--- src/rtl/controlador_contexto_regs_pkg.sv ---
// Shared definitions for the register-context save/restore sequencer:
// state encoding, slot layout constants and the port command payloads.
package controlador_contexto_regs_pkg;

  localparam int unsigned DATA_W       = 32;
  localparam int unsigned REG_W        = 5;
  localparam int unsigned IDX_W        = 6;
  localparam int unsigned NUM_SALVOS   = 31;
  localparam int unsigned SLOT_PC      = 31;
  localparam int unsigned ZERO_REG     = 31;
  localparam int unsigned REG_FP       = 29;
  localparam int unsigned IDX_FIM_REST = 32;

  typedef enum logic [2:0] {
    OCIOSO   = 3'd0,
    SALVA    = 3'd1,
    SALVA_PC = 3'd2,
    RESTAURA = 3'd3,
    FIM      = 3'd4
  } estado_t;

  // Data-memory command issued by the sequencer in one cycle.
  typedef struct packed {
    logic [DATA_W-1:0] endereco;
    logic              escreve;
    logic              le;
    logic [DATA_W-1:0] dado;
  } mem_cmd_t;

  // Register-bank write command issued by the sequencer in one cycle.
  typedef struct packed {
    logic [REG_W-1:0]  indice;
    logic              escreve;
    logic [DATA_W-1:0] dado;
  } banco_cmd_t;

  // Word address of a save slot; idx is zero-extended and the add wraps mod 2^32.
  function automatic logic [DATA_W-1:0] end_slot(input logic [DATA_W-1:0] base,
                                                 input logic [IDX_W-1:0]  idx);
    return base + DATA_W'(idx);
  endfunction

endpackage

--- src/rtl/controlador_contexto_regs_if.sv ---
// Port bundle between the context sequencer, the register bank, data memory
// and the interrupt/pipeline logic.
interface controlador_contexto_regs_if;
  import controlador_contexto_regs_pkg::*;

  logic              SalvaReq;
  logic              RestauraReq;
  logic [DATA_W-1:0] PCAtual;
  logic              Ocupado;
  logic              Pronto;
  logic [REG_W-1:0]  RegLeitura;
  logic [DATA_W-1:0] DadoLido;
  logic [REG_W-1:0]  RegEscrita;
  logic              RegWrite;
  logic [DATA_W-1:0] EscreveDado;
  logic [DATA_W-1:0] MemEnd;
  logic              MemEscreve;
  logic              MemLe;
  logic [DATA_W-1:0] MemDadoEscrita;
  logic [DATA_W-1:0] MemDadoLido;
  logic [DATA_W-1:0] PCRestaurado;
  logic              PCValido;

  modport master (
    input  SalvaReq, RestauraReq, PCAtual, DadoLido, MemDadoLido,
    output Ocupado, Pronto, RegLeitura, RegEscrita, RegWrite, EscreveDado,
           MemEnd, MemEscreve, MemLe, MemDadoEscrita, PCRestaurado, PCValido
  );

  modport slave (
    output SalvaReq, RestauraReq, PCAtual, DadoLido, MemDadoLido,
    input  Ocupado, Pronto, RegLeitura, RegEscrita, RegWrite, EscreveDado,
           MemEnd, MemEscreve, MemLe, MemDadoEscrita, PCRestaurado, PCValido
  );

endinterface

--- src/rtl/controlador_contexto_regs.sv ---
// Context save/restore sequencer: streams registers 0..30 and the PC to
// consecutive memory slots on save, and streams them back on restore.
module controlador_contexto_regs #(
  parameter logic [31:0] SAVE_BASE = 32'h0000_0100,
  parameter int unsigned ZERO_REG  = 31
) (
  input  logic                          Clock,
  input  logic                          Reset,
  controlador_contexto_regs_if.master   bus
);
  import controlador_contexto_regs_pkg::*;

  estado_t           estado, estado_n;
  logic [IDX_W-1:0]  idx, idx_n;
  logic [DATA_W-1:0] pc_rest, pc_rest_n;
  logic              veio_restaura, veio_restaura_n;

  mem_cmd_t          mem_c;
  banco_cmd_t        banco_c;
  logic [REG_W-1:0]  reg_leitura_c;
  logic [REG_W-1:0]  reg_alvo_c;
  logic              pronto_c;
  logic              pc_valido_c;

  // State, slot index and recovered PC
  always_ff @(posedge Clock or negedge Reset) begin
    if (!Reset) begin
      estado        <= OCIOSO;
      idx           <= '0;
      pc_rest       <= '0;
      veio_restaura <= 1'b0;
    end else begin
      estado        <= estado_n;
      idx           <= idx_n;
      pc_rest       <= pc_rest_n;
      veio_restaura <= veio_restaura_n;
    end
  end

  // Next state and per-state port commands
  always_comb begin
    estado_n        = estado;
    idx_n           = idx;
    pc_rest_n       = pc_rest;
    veio_restaura_n = veio_restaura;
    mem_c           = '0;
    banco_c         = '0;
    reg_leitura_c   = '0;
    pronto_c        = 1'b0;
    pc_valido_c     = 1'b0;
    // Restore writes lag the memory read by one cycle, hence idx-1.
    reg_alvo_c      = REG_W'(idx - IDX_W'(1));

    unique case (estado)
      OCIOSO: begin
        veio_restaura_n = 1'b0;
        if (bus.SalvaReq) begin
          estado_n = SALVA;
          idx_n    = '0;
        end else if (bus.RestauraReq) begin
          estado_n = RESTAURA;
          idx_n    = '0;
        end
      end

      SALVA: begin
        reg_leitura_c = REG_W'(idx);
        if (REG_W'(idx) != REG_W'(ZERO_REG)) begin
          mem_c.endereco = end_slot(SAVE_BASE, idx);
          mem_c.escreve  = 1'b1;
          mem_c.dado     = bus.DadoLido;
        end
        if (idx == IDX_W'(NUM_SALVOS - 1)) begin
          estado_n = SALVA_PC;
          idx_n    = '0;
        end else begin
          idx_n = idx + IDX_W'(1);
        end
      end

      SALVA_PC: begin
        mem_c.endereco = end_slot(SAVE_BASE, IDX_W'(SLOT_PC));
        mem_c.escreve  = 1'b1;
        mem_c.dado     = bus.PCAtual;
        estado_n       = FIM;
      end

      RESTAURA: begin
        if (idx <= IDX_W'(SLOT_PC)) begin
          mem_c.endereco = end_slot(SAVE_BASE, idx);
          mem_c.le       = 1'b1;
        end
        if ((idx != '0) && (idx <= IDX_W'(NUM_SALVOS)) &&
            (reg_alvo_c != REG_W'(ZERO_REG))) begin
          banco_c.indice  = reg_alvo_c;
          banco_c.escreve = 1'b1;
          banco_c.dado    = bus.MemDadoLido;
        end
        if (idx == IDX_W'(IDX_FIM_REST)) begin
          pc_rest_n       = bus.MemDadoLido;
          veio_restaura_n = 1'b1;
          estado_n        = FIM;
          idx_n           = '0;
        end else begin
          idx_n = idx + IDX_W'(1);
        end
      end

      FIM: begin
        pronto_c    = 1'b1;
        pc_valido_c = veio_restaura;
        estado_n    = OCIOSO;
      end

      default: begin
        estado_n = OCIOSO;
        idx_n    = '0;
      end
    endcase
  end

  assign bus.Ocupado        = (estado != OCIOSO);
  assign bus.Pronto         = pronto_c;
  assign bus.PCValido       = pc_valido_c;
  assign bus.PCRestaurado   = pc_rest;
  assign bus.RegLeitura     = reg_leitura_c;
  assign bus.RegEscrita     = banco_c.indice;
  assign bus.RegWrite       = banco_c.escreve;
  assign bus.EscreveDado    = banco_c.dado;
  assign bus.MemEnd         = mem_c.endereco;
  assign bus.MemEscreve     = mem_c.escreve;
  assign bus.MemLe          = mem_c.le;
  assign bus.MemDadoEscrita = mem_c.dado;

endmodule
--- src/flat_wrapper.sv ---
// flat-port wrapper written by rule: the top's interface ports become plain ports
module controlador_contexto_regs_flat import controlador_contexto_regs_pkg::*;
#(
  parameter logic [31:0] SAVE_BASE = 32'h0000_0100,
  parameter int unsigned ZERO_REG  = 31
)
  (Clock, Reset, bus_SalvaReq, bus_RestauraReq, bus_PCAtual, bus_DadoLido, bus_MemDadoLido, bus_Ocupado, bus_Pronto, bus_RegLeitura, bus_RegEscrita, bus_RegWrite, bus_EscreveDado, bus_MemEnd, bus_MemEscreve, bus_MemLe, bus_MemDadoEscrita, bus_PCRestaurado, bus_PCValido);
  controlador_contexto_regs_if bus_i ();
  input  logic Clock;
  input  logic Reset;
  input wire logic [$bits(bus_i.SalvaReq)-1:0] bus_SalvaReq;
  input wire logic [$bits(bus_i.RestauraReq)-1:0] bus_RestauraReq;
  input wire logic [$bits(bus_i.PCAtual)-1:0] bus_PCAtual;
  input wire logic [$bits(bus_i.DadoLido)-1:0] bus_DadoLido;
  input wire logic [$bits(bus_i.MemDadoLido)-1:0] bus_MemDadoLido;
  output wire logic [$bits(bus_i.Ocupado)-1:0] bus_Ocupado;
  output wire logic [$bits(bus_i.Pronto)-1:0] bus_Pronto;
  output wire logic [$bits(bus_i.RegLeitura)-1:0] bus_RegLeitura;
  output wire logic [$bits(bus_i.RegEscrita)-1:0] bus_RegEscrita;
  output wire logic [$bits(bus_i.RegWrite)-1:0] bus_RegWrite;
  output wire logic [$bits(bus_i.EscreveDado)-1:0] bus_EscreveDado;
  output wire logic [$bits(bus_i.MemEnd)-1:0] bus_MemEnd;
  output wire logic [$bits(bus_i.MemEscreve)-1:0] bus_MemEscreve;
  output wire logic [$bits(bus_i.MemLe)-1:0] bus_MemLe;
  output wire logic [$bits(bus_i.MemDadoEscrita)-1:0] bus_MemDadoEscrita;
  output wire logic [$bits(bus_i.PCRestaurado)-1:0] bus_PCRestaurado;
  output wire logic [$bits(bus_i.PCValido)-1:0] bus_PCValido;
  assign bus_i.SalvaReq = bus_SalvaReq;
  assign bus_i.RestauraReq = bus_RestauraReq;
  assign bus_i.PCAtual = bus_PCAtual;
  assign bus_i.DadoLido = bus_DadoLido;
  assign bus_i.MemDadoLido = bus_MemDadoLido;
  assign bus_Ocupado = bus_i.Ocupado;
  assign bus_Pronto = bus_i.Pronto;
  assign bus_RegLeitura = bus_i.RegLeitura;
  assign bus_RegEscrita = bus_i.RegEscrita;
  assign bus_RegWrite = bus_i.RegWrite;
  assign bus_EscreveDado = bus_i.EscreveDado;
  assign bus_MemEnd = bus_i.MemEnd;
  assign bus_MemEscreve = bus_i.MemEscreve;
  assign bus_MemLe = bus_i.MemLe;
  assign bus_MemDadoEscrita = bus_i.MemDadoEscrita;
  assign bus_PCRestaurado = bus_i.PCRestaurado;
  assign bus_PCValido = bus_i.PCValido;
  controlador_contexto_regs #(.SAVE_BASE(SAVE_BASE), .ZERO_REG(ZERO_REG)) u_core (.Clock(Clock), .Reset(Reset), .bus(bus_i));
endmodule
--- config.mk ---
export PLATFORM = sky130hd
export DESIGN_NAME = controlador_contexto_regs_flat
export DESIGN_NICKNAME = d
export VERILOG_FILES = /design/src/rtl/controlador_contexto_regs_pkg.sv /design/src/rtl/controlador_contexto_regs_if.sv /design/src/rtl/controlador_contexto_regs.sv /design/src/flat_wrapper.sv
export SDC_FILE = /design/constraint.sdc
export NUM_CORES = 1
export LEC_CHECK = 0
export BUFFER_PORTS_ARGS = -buffer_cell sky130_fd_sc_hd__buf_2
export CORE_ASPECT_RATIO = 1.4
export CORE_MARGIN = 2
export CORE_UTILIZATION = 31
export DETAILED_ROUTE_END_ITERATION = 8
export GPL_TIMING_DRIVEN = 0
export PLACE_DENSITY = 0.67
export SLEW_MARGIN = 20
export SYNTH_ARGS = -nofsm -noshare
export SYNTH_HDL_FRONTEND = slang
export SYNTH_SLANG_ARGS = --single-unit
export TNS_END_PERCENT = 100
--- constraint.sdc ---
create_clock -name Clock -period 3.1 [get_ports Clock]
set_input_delay 0.465 -clock Clock [delete_from_list [all_inputs] [get_ports Clock]]
set_output_delay 0.465 -clock Clock [all_outputs]
set_load 0.005 [all_outputs]
# Yosys cells after proc, flatten, opt, wreduce, memory -nomap -nowiden
# Cells that the tools add are included.
[word_totals]
register_bits = 42
inputBits = 100
output_inout_bits = 144
wordCells = 56
[op_classes]
add_sub_neg = 3
order_cmp = 1
n_eq_ne = 11
mux = 25
bitwise_logic = 1
n_reduce_logical = 11
[ops]
columns = ["operator", "n"]
rows = [
  ["32-bit one-hot mux with 3 select lines", 1],
  ["38-bit two-way mux", 2],
  ["32-bit two-way mux", 2],
  ["32-bit one-hot mux with 2 select lines", 1],
  ["33-bit two-way mux", 1],
  ["6-bit two-way mux", 4],
  ["6-bit one-hot mux with 4 select lines", 1],
  ["3-bit two-way mux", 4],
  ["3-bit one-hot mux with 4 select lines", 1],
  ["9-bit by 6-bit adder with 10-bit output, first input constant", 1],
  ["5-bit != test, second input constant", 2],
  ["6-bit by 1-bit adder with 6-bit output, second input constant", 1],
  ["3-bit by 2-bit equality test with 1-bit output, second input constant", 2],
  ["6-bit by 5-bit equality test with 1-bit output, second input constant", 1],
  ["6-bit equality test, second input constant", 1],
  ["6-bit by 5-bit less-or-equal comparator with 1-bit output, second input constant", 1],
  ["2-bit AND reduction", 3],
  ["6-bit nonzero test", 1],
  ["1-bit two-way mux", 5],
  ["5-bit two-way mux", 1],
  ["5-bit by 1-bit subtractor with 5-bit output, second input constant", 1],
  ["2-bit by 1-bit != test with 1-bit output, second input constant", 2],
  ["1-bit one-hot mux with 2 select lines", 2],
  ["3-bit by 1-bit equality test with 1-bit output, second input constant", 1],
  ["9 further kinds", 10],
]

# Longest topological paths before layout
# Gate-level depths: netlist (run 1).
[logic_depth]
ltp_word = 5
ltp_mapped = 9
ltp_nobuf = 6

# Least setup slack after synthesis (run 1)
# Ideal clock, no wire load.
[synth_path]
path_kind = "reg-to-output"
startpoint = "reg u_core.idx[1]"
endpoint = "out bus_MemDadoEscrita[12]"
arrival_time_ns = 1.922
required_ns = 2.635
path_slack_ns = 0.713
path_stages_with_launch = 7
n_path_buf = 1
cell_sequence = "dfrtp_1 -> ha_1 -> and3_1 -> ha_1 -> nor4b_2 -> clkbuf_1 -> a22o_1"
[synth_between]
elab_chain_cells = 3
[synth_rtl]
columns = ["item", "line_no", "source"]
rows = [
  ["start, declared", "controlador_contexto_regs.sv:14", "logic [IDX_W-1:0] idx, idx_n;"],
  ["start signal, assigned", "controlador_contexto_regs.sv:34", "idx <= idx_n;"],
  ["5-bit != test", "controlador_contexto_regs.sv:68", "if (REG_W'(idx) != REG_W'(ZERO_REG)) begin"],
  ["32-bit two-way mux", "controlador_contexto_regs.sv:68", ""],
  ["32-bit one-hot mux with 2 select lines", "controlador_contexto_regs.sv:54", "unique case (estado)"],
  ["end, declared", "flat_wrapper.sv:25", "output wire logic [$bits(bus_i.MemDadoEscrita)-1:0] bus_MemDadoEscrita;"],
]
# Every way passes these cells.

# Worst setup path in the final report (run 1)
[layout_path]
startpoint = "reg u_core.idx[2]"
endpoint = "out bus_MemDadoEscrita[1]"
# Same word-level chain as after synthesis.

==> results of run 1 <==
[routing by layer]
metal	share of wire (%)	wire length, µm	track usage, %	up-vias
met5	0.16	16	0	-
met4	2.6	256	6.647	2
met3	12	1231	8.799	15
met2	52	5175	35.17	161
met1	32	3180	15.67	1328
li1	-	-	-	1432
[state kept, by name (all words and copies together), names as in the netlist]
register	flops
u_core.bus.PCRestaurado	32
u_core.estado	3
u_core.idx	6
u_core.veio_restaura	1
[layout by cell type (no fill, tap or decap), types with 5 or more instances in the layout]
cell       instances
conb_1            25
and2_1            43
nor2_1            14
nand2b_1           7
inv_1              5
nor3_1             5
buf_4             25
nand2_1            7
buf_2            226
clkbuf_16          5
mux2_1             9
mux2_4            20
dfrtp_1           42
ha_1               6
buf_6              7
diode_2            8
a22o_1            33
[cells by family (layout without fill, tap and decap cells)]
family	after synthesis	count (layout)	synth area share [%]
AND/OR/NAND/NOR	93	93	18.63
multiplexers	33	33	15.32
XOR/XNOR	2	2	0.6010
buffers and inverters	53	279	12.19
flip-flops	42	42	36.05
AO/OA/AOI/OAI	50	50	14.51
other	1	33	0.1286
adder cells (fa/ha/maj)	6	6	2.575
[critical path, stage by stage, from the launching register on]
cell and delay, ns:
dfrtp_1 0.41, clkbuf_1 0.23, and3_1 0.23, ha_1 0.22
nor4b_4 0.48, clkbuf_2 0.30, a22o_1 0.18, buf_2 0.12
[repair_timing]
| item | 4_1_cts | 5_1_grt |
|---|---|---|
| endpoints found under the setup margin | 20 | 30 |
| hold endpoints to repair | 0 | 0 |
| resized for setup | 1 | 6 |
[worst paths after layout]
check	to	start	cells after the start
max in group asynchronous	u_core.estado[0]	Reset	1
setup reg to reg	u_core.bus.PCRestaurado[28]	u_core.idx[0]	9
hold / removal	u_core.bus.PCRestaurado[16]	Reset	1
hold reg to reg	u_core.veio_restaura	u_core.veio_restaura	2
min in group Clock	u_core.bus.PCRestaurado[22]	bus_MemDadoLido[22]	2
setup / recovery	bus_MemDadoEscrita[1]	u_core.idx[2]	7
[cell type report]
| type | count | area, µm² | share of cell area [%] |
|---|---|---|---|
| inverter | 5 | 18.77 | 0.4206 |
| buffer | 48 | 340.3 | 7.628 |
| tap | 107 | 133.9 | 3.001 |
| clock inverter | 2 | 60.06 | 1.346 |
| clock buffer | 6 | 138.9 | 3.113 |
| timing repair buffer | 218 | 1091 | 24.45 |
| sequential | 42 | 1051 | 23.56 |
| multi-input combinational | 209 | 1608 | 36.03 |
| antenna | 8 | 20.02 | 0.4487 |
[power by group through the flow]
stage,Clock (mW),Sequential [mW],Combinational [mW]
floorplan,0,0.649,0.820
global placement,0,0.652,1.40
detailed placement,0,0.655,1.42
CTS,0.710,0.646,1.43
global route,0.723,0.655,1.57
finish,0.691,0.646,1.41
[per-stage QoR]
step | util, % | hold WS (ns)
after floorplan | - | 0.1694
after global placement | 46.59 | 0.4532
after detailed placement | 46.59 | 0.4707
after CTS | 48.88 | 0.3702
after global routing | 49.06 | 0.4120
final | 49.14 | 0.3398
==> key figures, run 1 <==
STA
  – Fin. Hold Viols: 0
  – RSZ-0062 raised after global routing: false
  – Final TNS setup: 0 ns
  – Pins over their slew limit: 0
  – Slew headroom: 35.35%
  – # setup viols final: 0
  – Tmin final: 2.919 ns
  – Fin Clk Skew: 0.007642 ns
  – Slew of the pin with the lowest slew margin: 0.9698 ns
  – FMAX: 342.6 MHz
  – PnR worst setup slack: 0.1813 ns
  – Final period util: 94.15%

Yosys
  – Most used DFF post-synth: dfrtp_1
  – Sequential share of the synthesized area: 36.05%
  – Commonest cells in the netlist: and2_1, dfrtp_1, a22o_1
  – Post-synth EDFFs: 0
  – Leading area contributor after synthesis: dfrtp_1
  – Ranking of synthesized cells by area: dfrtp_1, mux2_4, a22o_1
  – Yosys warnings: 0
  – Avg Inst Size Synth: 10.41 µm²
  – Flops & latches, synth: 42
  – Async set-reset flop share out of synthesis: 100.0%
  – Post-Syn Instances: 280
  – Most numerous cell in the Yosys netlist: and2_1
  – Cell variety after synth: 42
  – Synthesized cell area: 2915 µm²
  – Top cell type's share of synthesized area: 36.05%

Global routing
  – Vias in the first global route: 2856
  – All-Layer GR Usage: 18.31%
  – Initial antenna violation count: 8
  – First-pass GRT wire length: 14430 µm
  – Residual overflow from global routing: 0
  – Largest net degree at the start of global routing: 43

Worst setup path
  – Critical path launch point type: register
  – Crit. End Element: output pin
  – Critical Path AT: 2.45 ns
  – Req. time, crit path: 2.63 ns
  – Crit Path Class: register to output pin
  – Worst-path fanout max: 10
  – Reg2Reg Setup Slack: 0.87 ns

Min path
  – Hold crit path type: primary input to asynchronous set/reset pin

Clock network
  – CTS sink count: 42
  – H-tree depth: 2
  – CTS clk-pin slew, worst paths: 0.06 ns
  – CTS Buffer Depth: 2
  – Skew-Pair Late Insertion Delay: 0.28 ns
  – Post-CTS Setup Bufs: 0
  – CTS tree: built
  – CTS Root Cell: clkbuf_16
  – CTS buffer count: 5
  – Hold-fix buffers, CTS: 0

Die
  – Top-Level Pins: 244
  – Initial Utilization: 32.11%
  – Die Ht: 118.7 µm
  – Row count: 41
  – Die width: 85.96 µm
  – Area of the core: 9080 µm²
  – Die Area: 10210 µm²

Outcome
  – Status: complete, no violations

Pwr
  – PD cells: 616.5 nW/µm²
  – Switch Pwr: 0.9679 mW
  – Flop pwr share: 23.5%
  – Maximum VDD drop: 0.3582 mV
  – Leakage: 2.619 nW
  – P_int: 1.783 mW
  – Comb power frac: 51.4%
  – Sw Share: 35.19%
  – PnR Total Power: 2.751 mW
  – Clock Power Share: 25.1%

Final layout
  – Area Overhead vs Synth: 53.05%
  – Final Cell Area: 4462 µm²
  – Final net count: 635
  – Non-Filler Instances: 645
  – Share of cells above drive strength 1: 56.42%
  – Filler cells: 885

Route
  – Detail-routed via count per cell: 4.555
  – First-pass iteration count of the detailed router: 4
  – DRC violations left: 0
  – Antenna viol nets, final: 0
  – Vias: 2938
  – DRT Wirelength: 9860 µm
  – First-iteration detailed-routing DRC count: 98
  – Routed len/inst: 15.29 µm

Place
  – Setup WS pre-CTS: 0.2201 ns
  – Placer Congestion: 0.7881
  – Placed Area: 4230 µm²
  – IO buf count: 218
  – Placed Cells incl. Taps: 629
  – Post-DP HPWL: 8206 µm

Job
  – Total of max-cap violations: 0
Note: power is estimated with default switching activity, not from simulation.
==> run 2: changes to the inputs <==
--- a/config.mk
+++ b/config.mk
@@ -11,7 +11,8 @@
 export CORE_UTILIZATION = 31
 export DETAILED_ROUTE_END_ITERATION = 8
 export GPL_TIMING_DRIVEN = 0
-export PLACE_DENSITY = 0.67
+export PLACE_DENSITY = 0.69
+export RECOVER_POWER = 50
 export SLEW_MARGIN = 20
 export SYNTH_ARGS = -nofsm -noshare
 export SYNTH_HDL_FRONTEND = slang
==> constraint.sdc (replaced) <==
create_clock -name Clock -period 2.65 [get_ports Clock]
set_input_delay 0.3975 -clock Clock [delete_from_list [all_inputs] [get_ports Clock]]
set_output_delay 0.3975 -clock Clock [all_outputs]
set_load 0.005 [all_outputs]
==> run 2 against run 1 <==
  * Die area did not move
  * Worst hold slack worse by 0.026 ns
  * Wire length is 0.31% lower
  * Sequential cell count unchanged
  * Largest cell class unchanged
  * Total power grew 15%
  * Final area increased by 0.62%
  * Sequential share of layout area down 0.14 points
  * Via count up 1.7%
  * Clock-buffer cell count stayed put
==> key figures, run 2 (synthesized netlist as in run 1, its figures left out) <==
Outcome
  – Status: complete, no violations

STA
  – Fin Clk Skew: 0.003698 ns (-0.003944 ns)
  – Slew of the pin with the lowest slew margin: 1.085 ns (+0.1151 ns)
  – Fin. Hold Viols: 0 (unchanged)
  – # setup viols final: 0 (unchanged)
  – FMAX: 387.8 MHz
  – Slew headroom: 27.68% (-7.7 points)
  – WHS: 0.3141 ns (-0.02560 ns)
  – Final period util: 97.31%
  – Pins over their slew limit: 0 (unchanged)
  – PnR worst setup slack: 0.07122 ns (-0.1100 ns)
  – RSZ-0062 raised after global routing: true
  – Tmin final: 2.579 ns

Clock network
  – CTS Buffer Depth: 2 (unchanged)
  – CTS buffer count: 5 (unchanged)
  – Skew-Pair Late Insertion Delay: 0.28 ns (about the same)
  – Hold-fix buffers, CTS: 0 (unchanged)
  – CTS clk-pin slew, worst paths: 0.06 ns (about the same)
  – CTS tree: built
  – CTS Root Cell: clkbuf_16
  – CTS sink count: 42 (unchanged)
  – H-tree depth: 2 (unchanged)

Final layout
  – Share of cells above drive strength 1: 54.93% (-1.5 points)
  – Largest register FFs: 32 (unchanged)
  – Area Overhead vs Synth: 53.99%
  – Most common cell after layout, fill and taps aside: buf_2
  – Layout Utilization: 49.44% (+0.30 points)
  – Final net count: 642 (+1.1%)
  – Most frequent cells in the layout: buf_2, and2_1, dfrtp_1, buf_4, a22o_1
  – Non-Filler Instances: 650 (+0.78%)
  – Final Cell Area: 4489 µm² (+0.62%)

Route
  – Detail-routed via count per cell: 4.597 (+0.92%)
  – Routed len/inst: 15.12 µm (-1.1%)
  – First-iteration detailed-routing DRC count: 81 (-17%)
  – First-pass iteration count of the detailed router: 4 (unchanged)
  – Antenna viol nets, final: 0 (unchanged)
  – Vias: 2988 (+1.7%)
  – DRT Wirelength: 9829 µm (-0.31%)
  – DRC violations left: 0 (unchanged)

Worst setup path
  – Worst-path fanout max: 10 (unchanged)
  – CP cell instances: buf_6 -> or4_1 -> a21oi_2 -> nor4_2 -> buf_6 -> buf_6 -> and2_1 -> buf_2
  – Req. time, crit path: 2.25 ns (-0.38 ns)
  – CP peak stage delay: 0.52 ns (+0.04 ns)
  – CP Buf/Inv Count: 4 (+1)
  – Critical path launch point type: register
  – Cell family with most CP delay: simple AND/OR/NAND/NOR gates
  – Levels on crit path: 8 (+1)
  – Crit-path most repeated cell: buf_6
  – Crit. End Element: output pin
  – Critical Path AT: 2.18 ns (-0.27 ns)
  – Reg2reg path depth: 9 (unchanged)
  – Crit Path Class: register to output pin
  – Slowest cell on the critical path: or4_1

Place
  – Placer Congestion: 0.8097 (+2.7%)
  – Setup WS pre-CTS: -0.1242 ns (-0.3442 ns)
  – Placed Cells incl. Taps: 629 (unchanged)
  – Post-DP HPWL: 8199 µm (about the same)
  – IO buf count: 218 (unchanged)
  – Placed Area: 4230 µm² (unchanged)

Die
  – Die width: 85.96 µm (unchanged)
  – Row count: 41 (unchanged)
  – Die Area: 10210 µm² (unchanged)
  – Die Ht: 118.7 µm (unchanged)
  – Top-Level Pins: 244 (unchanged)
  – Area of the core: 9080 µm² (unchanged)
  – Initial Utilization: 32.11% (unchanged)

Pwr
  – Maximum VDD drop: 0.2821 mV (-21%)
  – Switch Pwr: 1.153 mW (+19%)
  – Clock Power Share: 19.7% (-5.4 points)
  – Leakage: 2.588 nW (-1.2%)
  – Flop pwr share: 24.0% (+0.5 points)
  – P_int: 2.001 mW (+12%)
  – Comb power frac: 56.3% (+4.9 points)
  – Sw Share: 36.56% (+1.4 points)
  – PD cells: 702.8 nW/µm² (+14%)

Global routing
  – First-pass GRT wire length: 14510 µm (+0.53%)
  – Vias in the first global route: 2882 (+0.91%)
  – Largest net degree at the start of global routing: 43 (unchanged)
  – All-Layer GR Usage: 18.39% (+0.082 points)
  – Initial antenna violation count: 9 (+1)
  – Residual overflow from global routing: 0 (unchanged)

Job
  – Total of max-cap violations: 0 (unchanged)

Min path
  – Hold crit path type: primary input to asynchronous set/reset pin
run 2: changes by cell type in the layout (fill, tap and decap cells not counted), sizes merged:
cell and delta:
clkinvlp +1, clkinv +1, buf -12, clkbuf +19, diode -2, bufinv -2
run 2: cell type report:
class	instances	area, µm²
flip-flops and latches	42	1051
fillers	916	4591
diodes	6	15.01
plain buffers	48	365.4
inverters	5	18.77
multi-input cells	209	1634
well taps	107	133.9
repair buffers	225	1120
clock inverters	2	12.51
clock buffers	6	138.9
run 2: final timing paths:
path                                 startpoint                     endpoint  slack [ns]
hold reg to reg            u_core.veio_restaura         u_core.veio_restaura        0.47
setup / recovery                  u_core.idx[4]           bus_EscreveDado[7]        0.07
min in group Clock          bus_MemDadoLido[27]  u_core.bus.PCRestaurado[27]        0.34
max in group asynchronous                 Reset                u_core.idx[2]        1.68
setup reg to reg                  u_core.idx[0]   u_core.bus.PCRestaurado[3]        0.42
hold / removal                            Reset  u_core.bus.PCRestaurado[16]        0.31
run 2: metal layers:
layer  track usage (%)  vias up  share of wire, %
met5                 0        -              0.61
met4             5.060        8               1.2
met3             8.659       16                13
met2             35.80      173                54
met1             16.13     1349                31
li1                  -     1442                 -
run 2: power groups by stage:
stage                     registers (mW)  logic, mW  clock network (mW)
after global routing               0.763       1.98               0.662
after CTS                          0.755       1.75               0.643
after global placement             0.763       1.63                   0
after floorplan                    0.759      0.959                   0
after detailed placement           0.766       1.64                   0
final                              0.757       1.78               0.622
run 2: repair_timing:
| action | in CTS | in global routing |
|---|---|---|
| hold endpoints to repair | 0 | 0 |
| buffers inserted | 5 | 2 |
| pin swaps | 2 | 4 |
| gates resized for setup | 12 | 14 |
| endpoints found under the setup margin | 70 | 70 |
run 2: through the flow:
| step | total power [mW] | TNS, ns |
|---|---|---|
| 2_1_floorplan | 1.718 | 0 |
| 3_3_place_gp | 2.392 | -1.730 |
| 3_5_place_dp | 2.407 | -2.389 |
| 4_1_cts | 3.152 | 0 |
| 5_1_grt | 3.400 | -0.03700 |
| 6_report | 3.155 | 0 |
==> run 3: changes to the inputs <==
--- a/config.mk
+++ b/config.mk
@@ -5,13 +5,14 @@
 export SDC_FILE = /design/constraint.sdc
 export NUM_CORES = 1
 export LEC_CHECK = 0
+export ABC_AREA = 1
 export BUFFER_PORTS_ARGS = -buffer_cell sky130_fd_sc_hd__buf_2
 export CORE_ASPECT_RATIO = 1.4
 export CORE_MARGIN = 2
 export CORE_UTILIZATION = 31
 export DETAILED_ROUTE_END_ITERATION = 8
 export GPL_TIMING_DRIVEN = 0
-export PLACE_DENSITY = 0.69
+export PLACE_DENSITY = 0.71
 export RECOVER_POWER = 50
 export SLEW_MARGIN = 20
 export SYNTH_ARGS = -nofsm -noshare
==> run 3 against run 2 <==
  * The flow now finishes with violations (capacitance limit, slew limit)
  * Worst setup slack gained 0.055 ns
  * Clock-buffer cell count unchanged
  * Clock skew grew 0.0012 ns
  * Global-route usage is 1.2 points lower
  * Largest cell class is now non-clock buffers
==> key figures, run 3 <==
Route
  – DRT Wirelength: 8997 µm (-8.5%)
  – First-pass iteration count of the detailed router: 4 (unchanged)
  – Detail-routed via count per cell: 4.395 (-4.4%)
  – Vias: 3239 (+8.4%)
  – First-iteration detailed-routing DRC count: 130 (+60%)
  – Antenna viol nets, final: 0 (unchanged)
  – DRC violations left: 0 (unchanged)
  – Routed len/inst: 12.21 µm (-19%)

Worst setup path
  – Cell family with most CP delay: adder cells
  – Reg2reg end: u_core.veio_restaura
  – Reg2Reg Setup Slack: 0.54 ns (+0.12 ns)
  – Crit. End Element: output pin
  – Critical path launch point type: register
  – CP Buf/Inv Count: 3 (-1)
  – Reg2reg path depth: 8 (-1)
  – Req. time, crit path: 2.25 ns (about the same)
  – Slowest cell on the critical path: dfrtp_1
  – R2r startpoint: u_core.idx[1]
  – Critical Path AT: 2.13 ns (-0.05 ns)
  – CP cell instances: ha_1 -> nand2_1 -> inv_1 -> ha_1 -> nor2_4 -> buf_2 -> a22o_1 -> buf_2
  – Crit Path Class: register to output pin
  – CP peak stage delay: 0.44 ns (-0.08 ns)
  – Worst-path fanout max: 10 (unchanged)

Clock network
  – CTS tree: built
  – CTS Root Cell: clkbuf_16
  – H-tree depth: 2 (unchanged)
  – CTS clk-pin slew, worst paths: 0.06 ns (about the same)
  – CTS Buffer Depth: 2 (unchanged)
  – Skew-Pair Late Insertion Delay: 0.28 ns (about the same)
  – Post-CTS Setup Bufs: 0 (-5)
  – CTS buffer count: 5 (unchanged)
  – CTS sink count: 42 (unchanged)

STA
  – Pins over their slew limit: 43 (+43)
  – # setup viols final: 0 (unchanged)
  – RSZ-0062 raised after global routing: false
  – Fin Clk Skew: 0.004856 ns (+0.001158 ns)
  – WHS: 0.3817 ns (+0.06751 ns)
  – Tmin final: 2.523 ns (-0.05529 ns)
  – Final period util: 95.23% (-2.1 points)
  – FMAX: 396.3 MHz (+2.2%)
  – Fin. Hold Viols: 0 (unchanged)
  – Slew headroom: -47.74% (-75 points)
  – Final TNS setup: 0 ns (unchanged)
  – Slew of the pin with the lowest slew margin: 2.216 ns (+1.131 ns)

Final layout
  – Share of cells above drive strength 1: 37.34% (-18 points)
  – Most common cell after layout, fill and taps aside: buf_2
  – Register area: 1051 µm² (unchanged)
  – Non-Filler Instances: 737 (+13%)
  – Antenna Cells: 0 (-6)
  – Final net count: 737 (+15%)
  – Most frequent cells in the layout: buf_2, nand2_1, inv_1, nor2_1, dfrtp_1
  – Largest register FFs: 32 (unchanged)
  – Area Overhead vs Synth: 51.44%
  – Filler cells: 883 (-3.6%)
  – Area of the multi-input gates: 1285 µm² (-21%)

Die
  – Area of the core: 8658 µm² (-4.6%)
  – Die width: 83.93 µm (-2.4%)
  – Die Ht: 115.9 µm (-2.4%)
  – Initial Utilization: 32.02% (-0.084 points)
  – Row count: 40 (-2.4%)
  – Top-Level Pins: 244 (unchanged)
  – Die Area: 9727 µm² (-4.7%)

Yosys
  – Async set-reset flop share out of synthesis: 100.0% (unchanged)
  – Post-Synth Simple-Gate Area: 23.42% (+4.8 points)
  – Adder-cell share of the synthesized area: 2.708% (+0.13 points)
  – Top cell type's share of synthesized area: 37.91% (+1.9 points)
  – Complex-gate fraction of the synthesized area: 16.52% (+2.0 points)
  – Flops & latches, synth: 42 (unchanged)
  – Leading area contributor after synthesis: dfrtp_1
  – Avg Inst Size Synth: 7.258 µm² (-30%)
  – Most used DFF post-synth: dfrtp_1
  – Commonest cells in the netlist: nand2_1, inv_1, nor2_1
  – Main combinational cell family by area after synthesis: simple AND/OR/NAND/NOR gates
  – Post-synth EDFFs: 0 (unchanged)
  – Post-Syn Instances: 382 (+36%)
  – Synth Area in XOR/XNOR: 0.3159% (-0.28 points)
  – Mux share of post-synthesis cell area: 0% (-15 points)
  – Ranking of synthesized cells by area: dfrtp_1, nand2_1, a22o_1
  – Cell variety after synth: 22 (-48%)
  – Synthesized cell area: 2773 µm² (-4.9%)
  – Sequential share of the synthesized area: 37.91% (+1.9 points)
  – Most numerous cell in the Yosys netlist: nand2_1
  – Yosys warnings: 0 (unchanged)

Global routing
  – All-Layer GR Usage: 17.21% (-1.2 points)
  – Vias in the first global route: 2960 (+2.7%)
  – Largest net degree at the start of global routing: 43 (unchanged)
  – First-pass GRT wire length: 13660 µm (-5.8%)
  – Initial antenna violation count: 0 (-9)
  – Residual overflow from global routing: 0 (unchanged)

Place
  – Post-DP HPWL: 7521 µm (-8.3%)
  – Placed Cells incl. Taps: 729 (+16%)
  – Placer Congestion: 0.8561 (+5.7%)
  – IO buf count: 218 (unchanged)

Outcome
  – Status: complete, but fails checks
  – Failing checks: capacitance limit, slew limit

Min path
  – Worst Hold Depth: 3
  – Hold EP: u_core.bus.PCRestaurado[23]
  – Hold path startpoint: bus_MemDadoLido[23]
  – Hold crit path type: primary input to register

Pwr
  – Leakage: 2.718 nW (+5.0%)
  – PD cells: 812.5 nW/µm² (+16%)
  – PnR Total Power: 3.412 mW (+8.1%)
  – Maximum VDD drop: 0.4621 mV (+64%)

Job
  – Total of max-cap violations: 1 (+1)
[run 3: changes by cell type after synthesis, sizes merged, moves of 6 or more]
cell	previous run	this run
buf	42	36
mux2	33	0
o21ai	0	34
nand2	7	79
nand2b	7	0
nor2	14	63
and2	43	1
nand3	2	14
inv	5	63
[run 3: repair_timing]
item	CTS	global route
hold endpoints to repair	0	0
gates resized for setup	0	2
endpoints found under the setup margin	0	31
hold buffers	0	0
[run 3: per-stage QoR]
| step | utilization (%) | area, µm² | setup WS [ns] |
|---|---|---|---|
| floorplan | - | 2863 | 0.7856 |
| global placement | 47.18 | 4085 | 0.4263 |
| detailed placement | 47.18 | 4085 | 0.3767 |
| CTS | 48.93 | 4237 | 0.06098 |
| global route | 48.50 | 4199 | 0.01978 |
| finish | 48.50 | 4199 | 0.1265 |
[run 3: worst register-to-register path, stage by stage (launching register included)]
cell and delay [ns]:
dfrtp_1 0.45, inv_1 0.14, ha_1 0.22, nand4_1 0.11
inv_1 0.05, nand2_1 0.10, clkbuf_1 0.35, clkbuf_1 0.39
o21ai_0 0.16
[run 3: how the worst max path moves through the flow]
stage,from,cells after the start,to
final,u_core.idx[0],8,bus_MemDadoEscrita[27]
after global routing,u_core.estado[0],9,bus_EscreveDado[13]
after CTS,u_core.idx[1],8,bus_MemDadoEscrita[12]
after detailed placement,u_core.idx[1],8,bus_MemDadoEscrita[12]
after global placement,u_core.idx[0],8,bus_MemDadoEscrita[12]
after floorplan,u_core.idx[0],7,bus_MemDadoEscrita[0]
[run 3: cell type report]
cell class	count	share of cell area [%]
multi-input combinational	259	30.60
inverter	63	5.632
buffer	42	6.824
sequential	42	25.03
clock inverter	2	0.2980
timing repair buffer	218	25.18
tap	105	3.129
clock buffer	6	3.308
[run 3: kinds of logic after synthesis]
family	count (synthesis)
AO/OA/AOI/OAI	67
other	1
flip-flops	42
buffers and inverters	105
XOR/XNOR	1
adder cells (fa/ha/maj)	6
AND/OR/NAND/NOR	160
[run 3: power breakdown]
| group | switching (mW) | leakage, nW | internal (mW) |
|---|---|---|---|
| Clock | 0.241 | 0.0729 | 0.373 |
| Combinational | 1.08 | 2.22 | 0.854 |
| Sequential | 0.0906 | 0.422 | 0.768 |
[run 3: per-layer routing]
| metal | vias up | track usage, % | wire length, µm |
|---|---|---|---|
| met4 | 0 | 5.161 | 100 |
| met1 | 1435 | 21.44 | 3713 |
| met5 | - | 0 | 0 |
| li1 | 1642 | - | - |
| met3 | 7 | 3.704 | 663 |
| met2 | 155 | 30.03 | 4520 |
